## config.mk

```make
export PLATFORM = sky130hd
export DESIGN_NAME = msrv32_branch_predict_unit
export DESIGN_NICKNAME = d
export VERILOG_FILES = /design/src/rtl/msrv32_branch_predict_unit.sv
export SDC_FILE = /design/constraint.sdc
export NUM_CORES = 1
export LEC_CHECK = 0
export BUFFER_PORTS_ARGS = -buffer_cell sky130_fd_sc_hd__buf_4
export CAP_MARGIN = 10
export CORE_MARGIN = 1.5
export CORE_UTILIZATION = 55
export DETAILED_ROUTE_END_ITERATION = 6
export PLACE_DENSITY = 0.86
export SYNTH_ARGS = -nofsm -noshare
export SYNTH_HDL_FRONTEND = slang
export SYNTH_SLANG_ARGS = --single-unit
```

## constraint.sdc

```tcl
create_clock -name ms_riscv32_mp_clk_in -period 3.65 [get_ports ms_riscv32_mp_clk_in]
set_clock_uncertainty 0.2 [all_clocks]
set_input_delay 0.1825 -clock ms_riscv32_mp_clk_in [delete_from_list [all_inputs] [get_ports ms_riscv32_mp_clk_in]]
set_output_delay 0.1825 -clock ms_riscv32_mp_clk_in [all_outputs]
set_load 0.01 [all_outputs]
```

## src/rtl/msrv32_branch_predict_unit.sv

```systemverilog
// msrv32_branch_predict_unit: resolves RV32I branches/jumps and predicts direction from a 2-bit counter table
//   pred_valid_in/pred_pc_in -> pred_valid_out/pred_taken_out one cycle later
//   res_valid_in/res_pc_in/rs1_in/rs2_in/opcode_6_to_2_in/funct3_in/res_pred_taken_in
//     -> res_valid_out/branch_taken_out/mispredict_out one cycle later
//   branch_count_out/mispredict_count_out: saturating conditional-branch statistics
module msrv32_branch_predict_unit #(
  parameter int WIDTH     = 32,
  parameter int BHT_DEPTH = 64,
  parameter int IDX_W     = $clog2(BHT_DEPTH),
  parameter int CNT_WIDTH = 16
) (
  input  logic                 ms_riscv32_mp_clk_in,
  input  logic                 ms_riscv32_mp_rst_in,
  input  logic                 pred_valid_in,
  input  logic [WIDTH-1:0]     pred_pc_in,
  output logic                 pred_valid_out,
  output logic                 pred_taken_out,
  input  logic                 res_valid_in,
  input  logic [WIDTH-1:0]     res_pc_in,
  input  logic [WIDTH-1:0]     rs1_in,
  input  logic [WIDTH-1:0]     rs2_in,
  input  logic [4:0]           opcode_6_to_2_in,
  input  logic [2:0]           funct3_in,
  input  logic                 res_pred_taken_in,
  output logic                 res_valid_out,
  output logic                 branch_taken_out,
  output logic                 mispredict_out,
  output logic [CNT_WIDTH-1:0] branch_count_out,
  output logic [CNT_WIDTH-1:0] mispredict_count_out
);
  logic [1:0] bht_q [BHT_DEPTH];
  logic [1:0] bht_d [BHT_DEPTH];
  logic pred_valid_q, pred_valid_d, pred_taken_q, pred_taken_d;
  logic res_valid_q, res_valid_d, branch_taken_q, branch_taken_d, mispredict_q, mispredict_d;
  logic [CNT_WIDTH-1:0] branch_count_q, branch_count_d, mispredict_count_q, mispredict_count_d;
  logic [IDX_W-1:0] pred_idx, res_idx;
  logic [1:0] cur;
  logic is_br, cond, taken, mis, upd;
  logic unused_pc_bits;
  assign pred_idx = pred_pc_in[IDX_W+1:2];
  assign res_idx  = res_pc_in[IDX_W+1:2];
  assign unused_pc_bits = ^{pred_pc_in[WIDTH-1:IDX_W+2], pred_pc_in[1:0], res_pc_in[WIDTH-1:IDX_W+2], res_pc_in[1:0]};
  // funct3[2:1] picks the comparison, funct3[0] inverts it (BNE/BGE/BGEU)
  always_comb begin
    is_br = opcode_6_to_2_in == 5'b11000 && funct3_in[2:1] != 2'b01;
    cond  = funct3_in[2:1] == 2'b00 ? rs1_in == rs2_in :
            funct3_in[2:1] == 2'b10 ? $signed(rs1_in) < $signed(rs2_in) : rs1_in < rs2_in;
    taken = opcode_6_to_2_in == 5'b11000 ? is_br & (cond ^ funct3_in[0]) :
            opcode_6_to_2_in == 5'b11011 ? 1'b1 :
            opcode_6_to_2_in == 5'b11001 ? funct3_in == 3'b000 : 1'b0;
    mis   = taken ^ res_pred_taken_in;
    upd   = res_valid_in & is_br;
    cur   = bht_q[res_idx];
    bht_d = bht_q;
    if (upd) bht_d[res_idx] = taken ? (cur == 2'b11 ? cur : cur + 2'd1) : (cur == 2'b00 ? cur : cur - 2'd1);
    pred_valid_d       = pred_valid_in;
    pred_taken_d       = pred_valid_in & bht_q[pred_idx][1];
    res_valid_d        = res_valid_in;
    branch_taken_d     = res_valid_in & taken;
    mispredict_d       = res_valid_in & mis;
    branch_count_d     = upd && !(&branch_count_q) ? branch_count_q + CNT_WIDTH'(1) : branch_count_q;
    mispredict_count_d = upd && mis && !(&mispredict_count_q) ? mispredict_count_q + CNT_WIDTH'(1) : mispredict_count_q;
  end
  always_ff @(posedge ms_riscv32_mp_clk_in) begin
    if (ms_riscv32_mp_rst_in) begin
      for (int i = 0; i < BHT_DEPTH; i++) bht_q[i] <= 2'b01;
      pred_valid_q       <= 1'b0;
      pred_taken_q       <= 1'b0;
      res_valid_q        <= 1'b0;
      branch_taken_q     <= 1'b0;
      mispredict_q       <= 1'b0;
      branch_count_q     <= '0;
      mispredict_count_q <= '0;
    end else begin
      bht_q              <= bht_d;
      pred_valid_q       <= pred_valid_d;
      pred_taken_q       <= pred_taken_d;
      res_valid_q        <= res_valid_d;
      branch_taken_q     <= branch_taken_d;
      mispredict_q       <= mispredict_d;
      branch_count_q     <= branch_count_d;
      mispredict_count_q <= mispredict_count_d;
    end
  end
  assign pred_valid_out       = pred_valid_q;
  assign pred_taken_out       = pred_taken_q;
  assign res_valid_out        = res_valid_q;
  assign branch_taken_out     = branch_taken_q;
  assign mispredict_out       = mispredict_q;
  assign branch_count_out     = branch_count_q;
  assign mispredict_count_out = mispredict_count_q;
endmodule

```

======== Yosys cells after proc, flatten, opt, wreduce, memory -nomap -nowiden ========
Cells that the tools add are included.
storage, ports and cells
  output and inout bits ................... 37
  bits of input ports ..................... 141
  word-level logic and storage cells ...... 125
  register bits ........................... 165
operators by class
  equal/unequal tests ..................... 7
  order comparisons ....................... 5
  bitwise gates (word level) .............. 9
  mux-type cells .......................... 17
  add/subtract/negate cells ............... 4
  reduce and logical (&&, ||, !) cells .... 12
operators by type and width
  cell                                                       count
  bitwise mux 128 bit                                        1
  < comparator 32 bit                                        2
  adder 16 x 1 -> 16 bit (second input constant)             2
  == test 32 bit                                             1
  AND reduction 16 bit                                       2
  binary-select mux 2 bit (select 6 bit)                     2
  2-to-1 mux 2 bit                                           8
  == test 5 bit (second input constant)                      3
  greater-or-equal comparator 7 bit (second input constant)  2
  inverter 6 -> 7 bit                                        2
  demux 2 bit (select 6 bit)                                 1
  < comparator 7 x 1 -> 1 bit (second input constant)        1
  bitwise AND 1 bit                                          5
  logical AND 1 bit                                          5
  2-to-1 mux 1 bit                                           5
  == test 2 bit (second input constant)                      2
  zero test 2 bit                                            2
  zero test 3 bit                                            1
  adder 2 x 1 -> 2 bit (second input constant)               1
  zero test 1 bit                                            2
  inequality test 2 x 1 -> 1 bit (second input constant)     1
  subtractor 2 x 1 -> 2 bit (second input constant)          1
  XOR 1 bit                                                  2

======== Longest topological paths before layout ========
Gate-level depths: netlist of the first run.
  depth after elaboration ................. 9
  mapped depth ............................ 14
  gate-level depth less buffers ........... 11

======== Worst setup path after synthesis of the first run ========
OpenSTA, ideal clock, no wires.
  path type ............................... input to register
  start ................................... in rs2_in[1]
  end ..................................... reg mispredict_count_q[4], in the netlist mispredict_count_out[4]
  data required time ...................... 3.329 ns
  slack ................................... 0.505 ns
  arrival ................................. 2.824 ns
  stages on the path ...................... 12
  cell sequence ........................... inv_1 ha_1 nor2b_1 o211ai_1 a21oi_1 a211o_1 a2111oi_0 o211ai_1 and3_1 buf_2 nor4_1 mux2_2
between the ends
  word-level cells in the longest chain between the ends .. 9
  elaborated cells between the ends (all ways) .. 11
  those cells by class .................... order compare (2); eq/ne (1); mux (3); bitwise (3); reduce/logical (2)
RTL lines
  item                                RTL line  text
  start, declared                     21        input logic [WIDTH-1:0] rs2_in,
  < comparator 32 bit                 47        funct3_in[2:1] == 2'b10 ? $signed(rs1_in) < $signed(rs2_in) : rs1_in < rs2_in;
  2-to-1 mux 1 bit                    47
  2-to-1 mux 1 bit (*)                46        cond = funct3_in[2:1] == 2'b00 ? rs1_in == rs2_in :
  XOR 1 bit (*)                       48        taken = opcode_6_to_2_in == 5'b11000 ? is_br & (cond ^ funct3_in[0]) :
  bitwise AND 1 bit (*)               48
  2-to-1 mux 1 bit (*)                48
  XOR 1 bit (*)                       51        mis = taken ^ res_pred_taken_in;
  logical AND 1 bit (*) (2 in a row)  62        mispredict_count_d = upd && mis && !(&mispredict_count_q) ? mispredict_count_q + CNT_WIDTH'(1) : mispredict_co ...
  end signal, assigned                82        mispredict_count_q <= mispredict_count_d;
  end, declared                       35        logic [CNT_WIDTH-1:0] branch_count_q, branch_count_d, mispredict_count_q, mispredict_count_d;
Every way passes the cells marked *; elsewhere a longest branch is shown, timed or not.
A chain may end at the register's enable or synchronous reset.

======== Final worst setup path of the first run ========
  start ................................... in rs1_in[1]
  end ..................................... reg mispredict_count_q[4], in the netlist mispredict_count_out[4]
between the ends
  word-level cells in the longest chain between the ends .. 9
  elaborated cells between the ends (all ways) .. 11
  those cells by class .................... order compare (2); eq/ne (1); mux (3); bitwise (3); reduce/logical (2)
RTL lines
  item                                RTL line  text
  start, declared                     20        input logic [WIDTH-1:0] rs1_in,
  < comparator 32 bit                 47
  2-to-1 mux 1 bit                    47
  2-to-1 mux 1 bit (*)                46
  XOR 1 bit (*)                       48
  bitwise AND 1 bit (*)               48
  2-to-1 mux 1 bit (*)                48
  XOR 1 bit (*)                       51
  logical AND 1 bit (*) (2 in a row)  62
Marks and branches as above.

==> results of run 1 <==
==> worst reg2reg max path: cells and delay by family (launching register included) <==
family,cells,cell delay (ns)
AO/OA/AOI/OAI,5,1.13
flip-flops,1,0.33
AND/OR/NAND/NOR,1,0.17
multiplexers,1,0.46
adder cells (fa/ha/maj),1,0.31
buffers and inverters,1,0.39
==> kinds of logic after synthesis <==
| group | Yosys count |
|---|---|
| compound gates | 329 |
| xor+xnor | 12 |
| fa+ha+maj | 36 |
| buf+inv | 118 |
| flops | 165 |
| mux | 54 |
| simple gates | 389 |
==> layer usage <==
metal | part of all wire (%) | routed length (um) | vias to the layer above
met5 | 0 | 0 | -
met4 | 4.6 | 1240 | 0
met2 | 48 | 12900 | 499
met3 | 8.5 | 2290 | 124
met1 | 39 | 10600 | 4352
li1 | - | - | 4284
==> worst max-delay path by stage <==
stage,slack (ns),endpoint,start,depth (start not counted)
finish,0.40,mispredict_count_out[4]$_SDFFE_PP0P_,rs1_in[1],12
global route,0.17,mispredict_count_out[14]$_SDFFE_PP0P_,rs2_in[31],12
CTS,0.35,mispredict_count_out[13]$_SDFFE_PP0P_,rs1_in[31],12
detailed placement,-0.10,mispredict_count_out[11]$_SDFFE_PP0P_,rs1_in[31],12
global placement,0.09,mispredict_count_out[4]$_SDFFE_PP0P_,rs1_in[31],11
floorplan,0.51,mispredict_count_out[4]$_SDFFE_PP0P_,rs2_in[1],12
==> flip-flops by register name (all words and copies together) (netlist names) <==
signal and count:
branch_taken_out 1, mispredict_out 1, mispredict_count_out 16, pred_valid_out 1
pred_taken_out 1, res_valid_out 1, bht_q 128, branch_count_out 16
==> power groups by stage <==
stage | logic, uW | clock network, uW | registers (uW)
4_1_cts | 469 | 1820 | 1800
3_5_place_dp | 463 | 0 | 1840
2_1_floorplan | 289 | 0 | 1840
6_report | 478 | 1810 | 1800
3_3_place_gp | 453 | 0 | 1840
5_1_grt | 514 | 1900 | 1800
==> Yosys cell counts (19+ instances only) <==
cell,number
sky130_fd_sc_hd__a211oi_1,43
sky130_fd_sc_hd__nand4_1,21
sky130_fd_sc_hd__nand3_1,28
sky130_fd_sc_hd__ha_1,34
sky130_fd_sc_hd__a21oi_1,109
sky130_fd_sc_hd__nand2_1,101
sky130_fd_sc_hd__nor2_1,161
sky130_fd_sc_hd__dfxtp_1,165
sky130_fd_sc_hd__clkbuf_1,43
sky130_fd_sc_hd__mux4_2,28
sky130_fd_sc_hd__inv_1,43
sky130_fd_sc_hd__o21ai_2,58
sky130_fd_sc_hd__a211oi_2,19
==> layout make-up <==
class / count / share of cell area [%]
well taps: 220 / 2.43
clock inverters: 5 / 0.884
flip-flops and latches: 165 / 29.2
repair buffers: 171 / 11.8
inverters: 44 / 1.46
clock buffers: 23 / 4.22
multi-input cells: 820 / 50.1
==> what timing repair did <==
action                     CTS  global route
buffers inserted             0             1
gates resized for setup      0             0
hold endpoints to repair     6             0
setup endpoints to repair    0             1
hold buffers                 5             0
==> metrics by stage <==
stage / total power [uW] / setup WS (ns) / TNS, ns
floorplan: 2130 / 0.505 / 0
global placement: 2300 / 0.0872 / 0
detailed placement: 2310 / -0.103 / -0.299
CTS: 4090 / 0.353 / 0
global route: 4220 / 0.166 / 0
finish: 4100 / 0.402 / 0
==> impl_metrics.xml, run 1 <==
<?xml version="1.0" encoding="UTF-8"?>
<metrics>
  <group name="status">
    <metric name="run_status" unit="">completed</metric>
  </group>
  <group name="clock_network">
    <metric name="path_clk_slew" unit="ns">0.06</metric>
    <metric name="clock_tree.buffer_depth" unit="">2</metric>
    <metric name="cts_made_buffers" unit="">17</metric>
    <metric name="clock_tree.htree_level_count" unit="">4</metric>
    <metric name="clockRootBuffer" unit="">sky130_fd_sc_hd__clkbuf_16</metric>
    <metric name="cts_sinks" unit="">165</metric>
    <metric name="cts_tree" unit="">yes</metric>
    <metric name="clk_latency" unit="ns">0.44</metric>
  </group>
  <group name="timing">
    <metric name="max_slew.worst_pin.slew" unit="ns">0.878</metric>
    <metric name="finalHoldViolCount" unit="">0</metric>
    <metric name="unrepaired_setup_endpoints_after_global_routing" unit="">no</metric>
    <metric name="final.min_clock_period" unit="ns">3.25</metric>
    <metric name="setup_viol" unit="">0</metric>
    <metric name="hold_slack" unit="ns">0.124</metric>
    <metric name="report.final.slew_viol_count" unit="">0</metric>
    <metric name="finalCritPeriodShare" unit="%">89.0</metric>
    <metric name="achievable-frequency" unit="MHz">308</metric>
    <metric name="maxSlewHeadroom" unit="%">41.5</metric>
  </group>
  <group name="finish">
    <metric name="layout.core_utilization" unit="%">67.6</metric>
    <metric name="antennaDiodeCount" unit="">0</metric>
    <metric name="seq_area" unit="sq mm">0.00330</metric>
    <metric name="syn2layout_area_growth" unit="%">18.8</metric>
    <metric name="top_library_cells_by_usage_in_the_layout_fill_and_taps_aside" unit="">sky130_fd_sc_hd__dfxtp_1 (165), sky130_fd_sc_hd__buf_4 (163), sky130_fd_sc_hd__nor2_1 (161)</metric>
    <metric name="final_cell_area" unit="sq mm">0.0113</metric>
    <metric name="multiInputGateArea" unit="sq mm">0.00567</metric>
    <metric name="post_route_cells_drive_above_1_share" unit="%">26.8</metric>
    <metric name="finalNetCount" unit="">1394</metric>
    <metric name="num-fill-cells" unit="">1311</metric>
    <metric name="layout.cells.most_common" unit="">sky130_fd_sc_hd__dfxtp_1</metric>
    <metric name="fin_cells" unit="">1448</metric>
  </group>
  <group name="run">
    <metric name="maxCapViolCount" unit="">0</metric>
  </group>
  <group name="setup_path">
    <metric name="critical_path.max_stage_delay" unit="ns">0.66</metric>
    <metric name="worst_path_fanout_max" unit="">12</metric>
    <metric name="crit_slowest_cell" unit="">sky130_fd_sc_hd__a2111oi_0</metric>
    <metric name="cp.arrival" unit="ns">3.37</metric>
    <metric name="regToRegEndpoint" unit="">bht_q[26]$_SDFFE_PP1P_</metric>
    <metric name="setup.reg_to_reg.worst_slack" unit="ns">0.55</metric>
    <metric name="critical-path-top-delay-family" unit="">compound AO/OA/AOI/OAI gates</metric>
    <metric name="ff2ff_path_depth" unit="">9</metric>
    <metric name="endpoint_kind" unit="">flop</metric>
    <metric name="worst-setup-path-type" unit="">input port to flop</metric>
    <metric name="critical_path_required" unit="ns">3.77</metric>
    <metric name="regToRegStartpoint" unit="">bht_q[39]$_SDFFE_PP0P_</metric>
    <metric name="cp-start-kind" unit="">input port</metric>
    <metric name="crit_chain" unit="">buf_4 -&gt; ha_1 -&gt; nor2b_1 -&gt; o211ai_1 -&gt; a21oi_1 -&gt; a211o_1 -&gt; a2111oi_0 -&gt; o211ai_1 -&gt; buf_4 -&gt; and3_1 -&gt; nor4_1 -&gt; mux2_2</metric>
    <metric name="cp_num_buf_inv" unit="">2</metric>
  </group>
  <group name="power_and_ir_drop">
    <metric name="clkPwrFrac" unit="%">44.3</metric>
    <metric name="part_of_the_total_power_dissipated_in_combinational_logic" unit="%">11.7</metric>
    <metric name="cellInternalPower" unit="uW">3100</metric>
    <metric name="p_leak" unit="uW">0.00413</metric>
    <metric name="power.switching" unit="uW">995</metric>
    <metric name="seq_power_share" unit="%">44.1</metric>
    <metric name="vdd.ir_drop.worst" unit="mV">0.430</metric>
    <metric name="switching_share" unit="%">24.3</metric>
    <metric name="power_density" unit="mW/mm^2">362</metric>
  </group>
  <group name="global_routing">
    <metric name="grt_first_pass_wirelength" unit="um">44200</metric>
    <metric name="grt_most_used_layer" unit="">met2</metric>
    <metric name="grt_pass1_vias" unit="">8970</metric>
    <metric name="grt_use_met3" unit="%">7.13</metric>
    <metric name="grt.met2_usage" unit="%">49.3</metric>
    <metric name="track_usage" unit="%">30.6</metric>
    <metric name="initial_antenna_violation_count" unit="">0</metric>
    <metric name="grt_max_degree" unit="">81</metric>
    <metric name="gr-usage-met1" unit="%">38.4</metric>
    <metric name="grt_remaining_overflow" unit="">0</metric>
  </group>
  <group name="hold_path">
    <metric name="worst_hold_path.num_cells" unit="">2</metric>
    <metric name="hold-path-endpoint" unit="">branch_count_out[15]$_SDFFE_PP0P_</metric>
    <metric name="hold_path_startpoint" unit="">ms_riscv32_mp_rst_in</metric>
    <metric name="holdCritPathClass" unit="">input port to flop</metric>
  </group>
  <group name="route">
    <metric name="vias" unit="">9259</metric>
    <metric name="routed_wire_length_per_instance" unit="um">18.7</metric>
    <metric name="vias_per_cell" unit="">6.39</metric>
    <metric name="number_of_drc_violations_after_detailed_routing_iteration_0" unit="">956</metric>
    <metric name="antenna_left" unit="">0</metric>
    <metric name="wl" unit="um">27100</metric>
    <metric name="drt_pre_antenna_iters" unit="">7</metric>
    <metric name="drcViolationCount" unit="">0</metric>
  </group>
  <group name="yosys">
    <metric name="syn-instance-count" unit="">1103</metric>
    <metric name="postSynthRegisterBits" unit="">165</metric>
    <metric name="synth_area" unit="sq mm">0.00953</metric>
    <metric name="synth_seq_area_share" unit="%">34.7</metric>
    <metric name="yosys.area_share.simple" unit="%">18.6</metric>
    <metric name="largest_family_of_logic_cells_by_synthesized_area" unit="">compound AO/OA/AOI/OAI gates</metric>
    <metric name="synth.yosys.warnings" unit="">0</metric>
    <metric name="synth_largest_area_cell" unit="">sky130_fd_sc_hd__dfxtp_1</metric>
    <metric name="synthXorXnorAreaFrac" unit="%">1.10</metric>
    <metric name="yosys.area.top_type_share" unit="%">34.7</metric>
    <metric name="synth_compound_area_share" unit="%">25.4</metric>
    <metric name="synth_edf_count" unit="">0</metric>
    <metric name="syn-num-nets" unit="">1278</metric>
    <metric name="synth.mux.area_fraction" unit="%">9.57</metric>
    <metric name="synthFlopType" unit="">sky130_fd_sc_hd__dfxtp_1</metric>
    <metric name="asyncSetResetFlopFracSynth" unit="%">0</metric>
    <metric name="synthTopCellsByArea" unit="">sky130_fd_sc_hd__dfxtp_1 (35%), sky130_fd_sc_hd__mux4_2 (6.6%), sky130_fd_sc_hd__nor2_1 (6.3%)</metric>
    <metric name="syn_avg_cell_area" unit="sq um">8.64</metric>
    <metric name="adder_and_majority_gate_portion_of_the_synthesized_area" unit="%">4.70</metric>
    <metric name="count_of_distinct_cell_types_in_the_synthesized_netlist" unit="">69</metric>
  </group>
  <group name="placed_design">
    <metric name="post-dp-hpwl" unit="um">18600</metric>
    <metric name="place_congestion" unit="">0.881</metric>
    <metric name="placed_cell_areas" unit="sq mm">0.0107</metric>
    <metric name="post-place-cells" unit="">1414</metric>
    <metric name="io_buffer_count" unit="">125</metric>
  </group>
  <group name="floorplanning">
    <metric name="core_area" unit="sq mm">0.0168</metric>
    <metric name="die_h" unit="um">135</metric>
    <metric name="chipWidth" unit="um">135</metric>
    <metric name="rows" unit="">47</metric>
    <metric name="initial_utilization" unit="%">56.9</metric>
    <metric name="floorplan.die_area" unit="sq mm">0.0181</metric>
    <metric name="design.portCount" unit="">178</metric>
  </group>
</metrics>
(Power assumes the default switching activity.)
==> inputs of run 2 (changes only) <==
--- a/config.mk
+++ b/config.mk
@@ -9,2 +9,3 @@
 export CAP_MARGIN = 10
+export CORE_ASPECT_RATIO = 1.5
 export CORE_MARGIN = 1.5
--- a/constraint.sdc
+++ b/constraint.sdc
@@ -4,2 +4,2 @@
 set_output_delay 0.1825 -clock ms_riscv32_mp_clk_in [all_outputs]
-set_load 0.01 [all_outputs]
+set_load 0.02 [all_outputs]
==> impl_metrics.xml, run 2 (synthesis results as in run 1) <==
<?xml version="1.0" encoding="UTF-8"?>
<metrics>
  <group name="placed_design">
    <metric name="post-place-ws" unit="ns">0.0977</metric>
    <metric name="post-dp-hpwl" unit="um">19200</metric>
    <metric name="io_buffer_count" unit="">125</metric>
    <metric name="post-place-cells" unit="">1409</metric>
    <metric name="place_congestion" unit="">0.911</metric>
    <metric name="placed_cell_areas" unit="sq mm">0.0108</metric>
  </group>
  <group name="clock_network">
    <metric name="post_cts.resized_instances" unit="">0</metric>
    <metric name="path_clk_slew" unit="ns">0.07</metric>
    <metric name="clock_tree.htree_level_count" unit="">4</metric>
    <metric name="clock_tree.buffer_depth" unit="">2</metric>
    <metric name="cts.repair_timing.setup_buffer_count" unit="">0</metric>
    <metric name="cts_tree" unit="">yes</metric>
    <metric name="cts_made_buffers" unit="">17</metric>
    <metric name="clockRootBuffer" unit="">sky130_fd_sc_hd__clkbuf_16</metric>
    <metric name="clk_latency" unit="ns">0.44</metric>
    <metric name="cts_hold_repair.buffers" unit="">4</metric>
    <metric name="cts_sinks" unit="">165</metric>
  </group>
  <group name="finish">
    <metric name="post_route_cells_drive_above_1_share" unit="%">27.5</metric>
    <metric name="layout.cells.most_common" unit="">sky130_fd_sc_hd__dfxtp_1</metric>
    <metric name="layout.core_utilization" unit="%">67.9</metric>
    <metric name="antennaDiodeCount" unit="">0</metric>
    <metric name="syn2layout_area_growth" unit="%">19.9</metric>
    <metric name="flip_flop_count_of_the_largest_register_all_copies_and_words_added" unit="">128</metric>
    <metric name="final_cell_area" unit="sq mm">0.0114</metric>
    <metric name="fin_cells" unit="">1445</metric>
    <metric name="finalNetCount" unit="">1397</metric>
    <metric name="registers.top_by_ff_count" unit="">bht_q</metric>
    <metric name="top_library_cells_by_usage_in_the_layout_fill_and_taps_aside" unit="">sky130_fd_sc_hd__dfxtp_1 (165), sky130_fd_sc_hd__buf_4 (164), sky130_fd_sc_hd__nor2_1 (161)</metric>
  </group>
  <group name="route">
    <metric name="drcViolationCount" unit="">0</metric>
    <metric name="vias" unit="">9495</metric>
    <metric name="routed_wire_length_per_instance" unit="um">19.7</metric>
    <metric name="drt_pre_antenna_iters" unit="">5</metric>
    <metric name="vias_per_cell" unit="">6.57</metric>
    <metric name="antenna_left" unit="">0</metric>
    <metric name="wl" unit="um">28400</metric>
    <metric name="number_of_drc_violations_after_detailed_routing_iteration_0" unit="">905</metric>
  </group>
  <group name="power_and_ir_drop">
    <metric name="p_leak" unit="uW">0.00418</metric>
    <metric name="vdd.ir_drop.worst" unit="mV">0.365</metric>
    <metric name="power_density" unit="mW/mm^2">372</metric>
  </group>
  <group name="setup_path">
    <metric name="crit_top_cell" unit="">sky130_fd_sc_hd__nor3b_2</metric>
    <metric name="crit_chain" unit="">buf_4 -&gt; ha_1 -&gt; nand4_1 -&gt; nor4_2 -&gt; nor3b_2 -&gt; nor3b_2 -&gt; a2111oi_0 -&gt; o211ai_1 -&gt; a21oi_1 -&gt; nor4_1 -&gt; mux2_2</metric>
    <metric name="worst-setup-path-type" unit="">input port to flop</metric>
    <metric name="critical_path_required" unit="ns">3.77</metric>
    <metric name="critical_path.max_stage_delay" unit="ns">0.44</metric>
    <metric name="cp-start-kind" unit="">input port</metric>
    <metric name="endpoint_kind" unit="">flop</metric>
    <metric name="worst_path_fanout_max" unit="">8</metric>
    <metric name="cp.arrival" unit="ns">3.32</metric>
    <metric name="crit_slowest_cell" unit="">sky130_fd_sc_hd__o211ai_1</metric>
  </group>
  <group name="global_routing">
    <metric name="grt_pass1_vias" unit="">9548</metric>
    <metric name="track_usage" unit="%">31.2</metric>
    <metric name="grt_remaining_overflow" unit="">0</metric>
    <metric name="initial_antenna_violation_count" unit="">0</metric>
    <metric name="grt_first_pass_wirelength" unit="um">45900</metric>
    <metric name="grt_max_degree" unit="">93</metric>
  </group>
  <group name="floorplanning">
    <metric name="floorplan.die_area" unit="sq mm">0.0181</metric>
    <metric name="rows" unit="">58</metric>
    <metric name="design.portCount" unit="">178</metric>
    <metric name="die_h" unit="um">164</metric>
    <metric name="core_area" unit="sq mm">0.0168</metric>
    <metric name="initial_utilization" unit="%">56.6</metric>
    <metric name="chipWidth" unit="um">110</metric>
  </group>
  <group name="timing">
    <metric name="setup_viol" unit="">0</metric>
    <metric name="tns" unit="ns">0</metric>
    <metric name="achievable-frequency" unit="MHz">312</metric>
    <metric name="timing.final.ws_setup" unit="ns">0.448</metric>
    <metric name="unrepaired_setup_endpoints_after_global_routing" unit="">no</metric>
    <metric name="report.final.slew_viol_count" unit="">0</metric>
    <metric name="maxSlewHeadroom" unit="%">32.8</metric>
    <metric name="final.min_clock_period" unit="ns">3.20</metric>
    <metric name="finalHoldViolCount" unit="">0</metric>
    <metric name="finalCritPeriodShare" unit="%">87.7</metric>
    <metric name="max_slew.worst_pin.slew" unit="ns">1.01</metric>
  </group>
  <group name="status">
    <metric name="run_status" unit="">completed</metric>
  </group>
  <group name="hold_path">
    <metric name="holdCritPathClass" unit="">input port to flop</metric>
  </group>
  <group name="run">
    <metric name="maxCapViolCount" unit="">0</metric>
  </group>
</metrics>
run 2: cell type report:
cell class,instances,area (sq um)
multi-input cells,820,5670
clock inverters,15,210
clock buffers,17,425
flip-flops and latches,165,3300
inverters,44,165
well taps,210,263
repair buffers,174,1390
fillers,1251,5410
run 2: critical path: cells and delay by family:
family                     cells  cell delay [ns]
AOI/OAI and AO/OA              3             0.96
muxes                          1             0.37
buffers and inverters          1             0.11
adders and majority gates      1             0.34
and+or+nand+nor                5             1.37
run 2: through the flow:
| stage | power (uW) | hold WS (ns) |
|---|---|---|
| global placement | 2310 | 0.227 |
| detailed placement | 2320 | 0.238 |
| floorplan | 2140 | 0.121 |
| global route | 4350 | 0.0796 |
| finish | 4250 | 0.0498 |
| CTS | 4230 | 0.0276 |
run 2: worst paths after layout:
kind                                                            from                                    end  slack (ns)  cells past startpoint
worst max-delay path                                      rs1_in[31]   mispredict_count_out[4]$_SDFFE_PP0P_        0.45                     11
worst min-delay path                               res_pred_taken_in              mispredict_out$_SDFF_PP0_        0.05                      4
worst max register to register  mispredict_count_out[6]$_SDFFE_PP0P_  mispredict_count_out[15]$_SDFFE_PP0P_        0.61                      9
worst min register to register                bht_q[92]$_SDFFE_PP1P_                 bht_q[92]$_SDFFE_PP1P_        0.27                      2
run 2: power breakdown:
| part | internal (uW) | leakage [uW] | switching, uW | total [uW] |
|---|---|---|---|---|
| registers | 1800 | 0.00133 | 0.991 | 1800 |
| logic | 195 | 0.00254 | 304 | 499 |
| clock network | 1110 | 0.000306 | 839 | 1950 |
run 2: metal layers:
| metal | track usage (%) | wire length (um) | vias to the layer above |
|---|---|---|---|
| met4 | 20.3 | 1690 | 0 |
| li1 | - | - | 4295 |
| met1 | 33.1 | 9670 | 4440 |
| met5 | 0 | 0 | - |
| met2 | 55.6 | 14200 | 592 |
| met3 | 7.05 | 2830 | 168 |
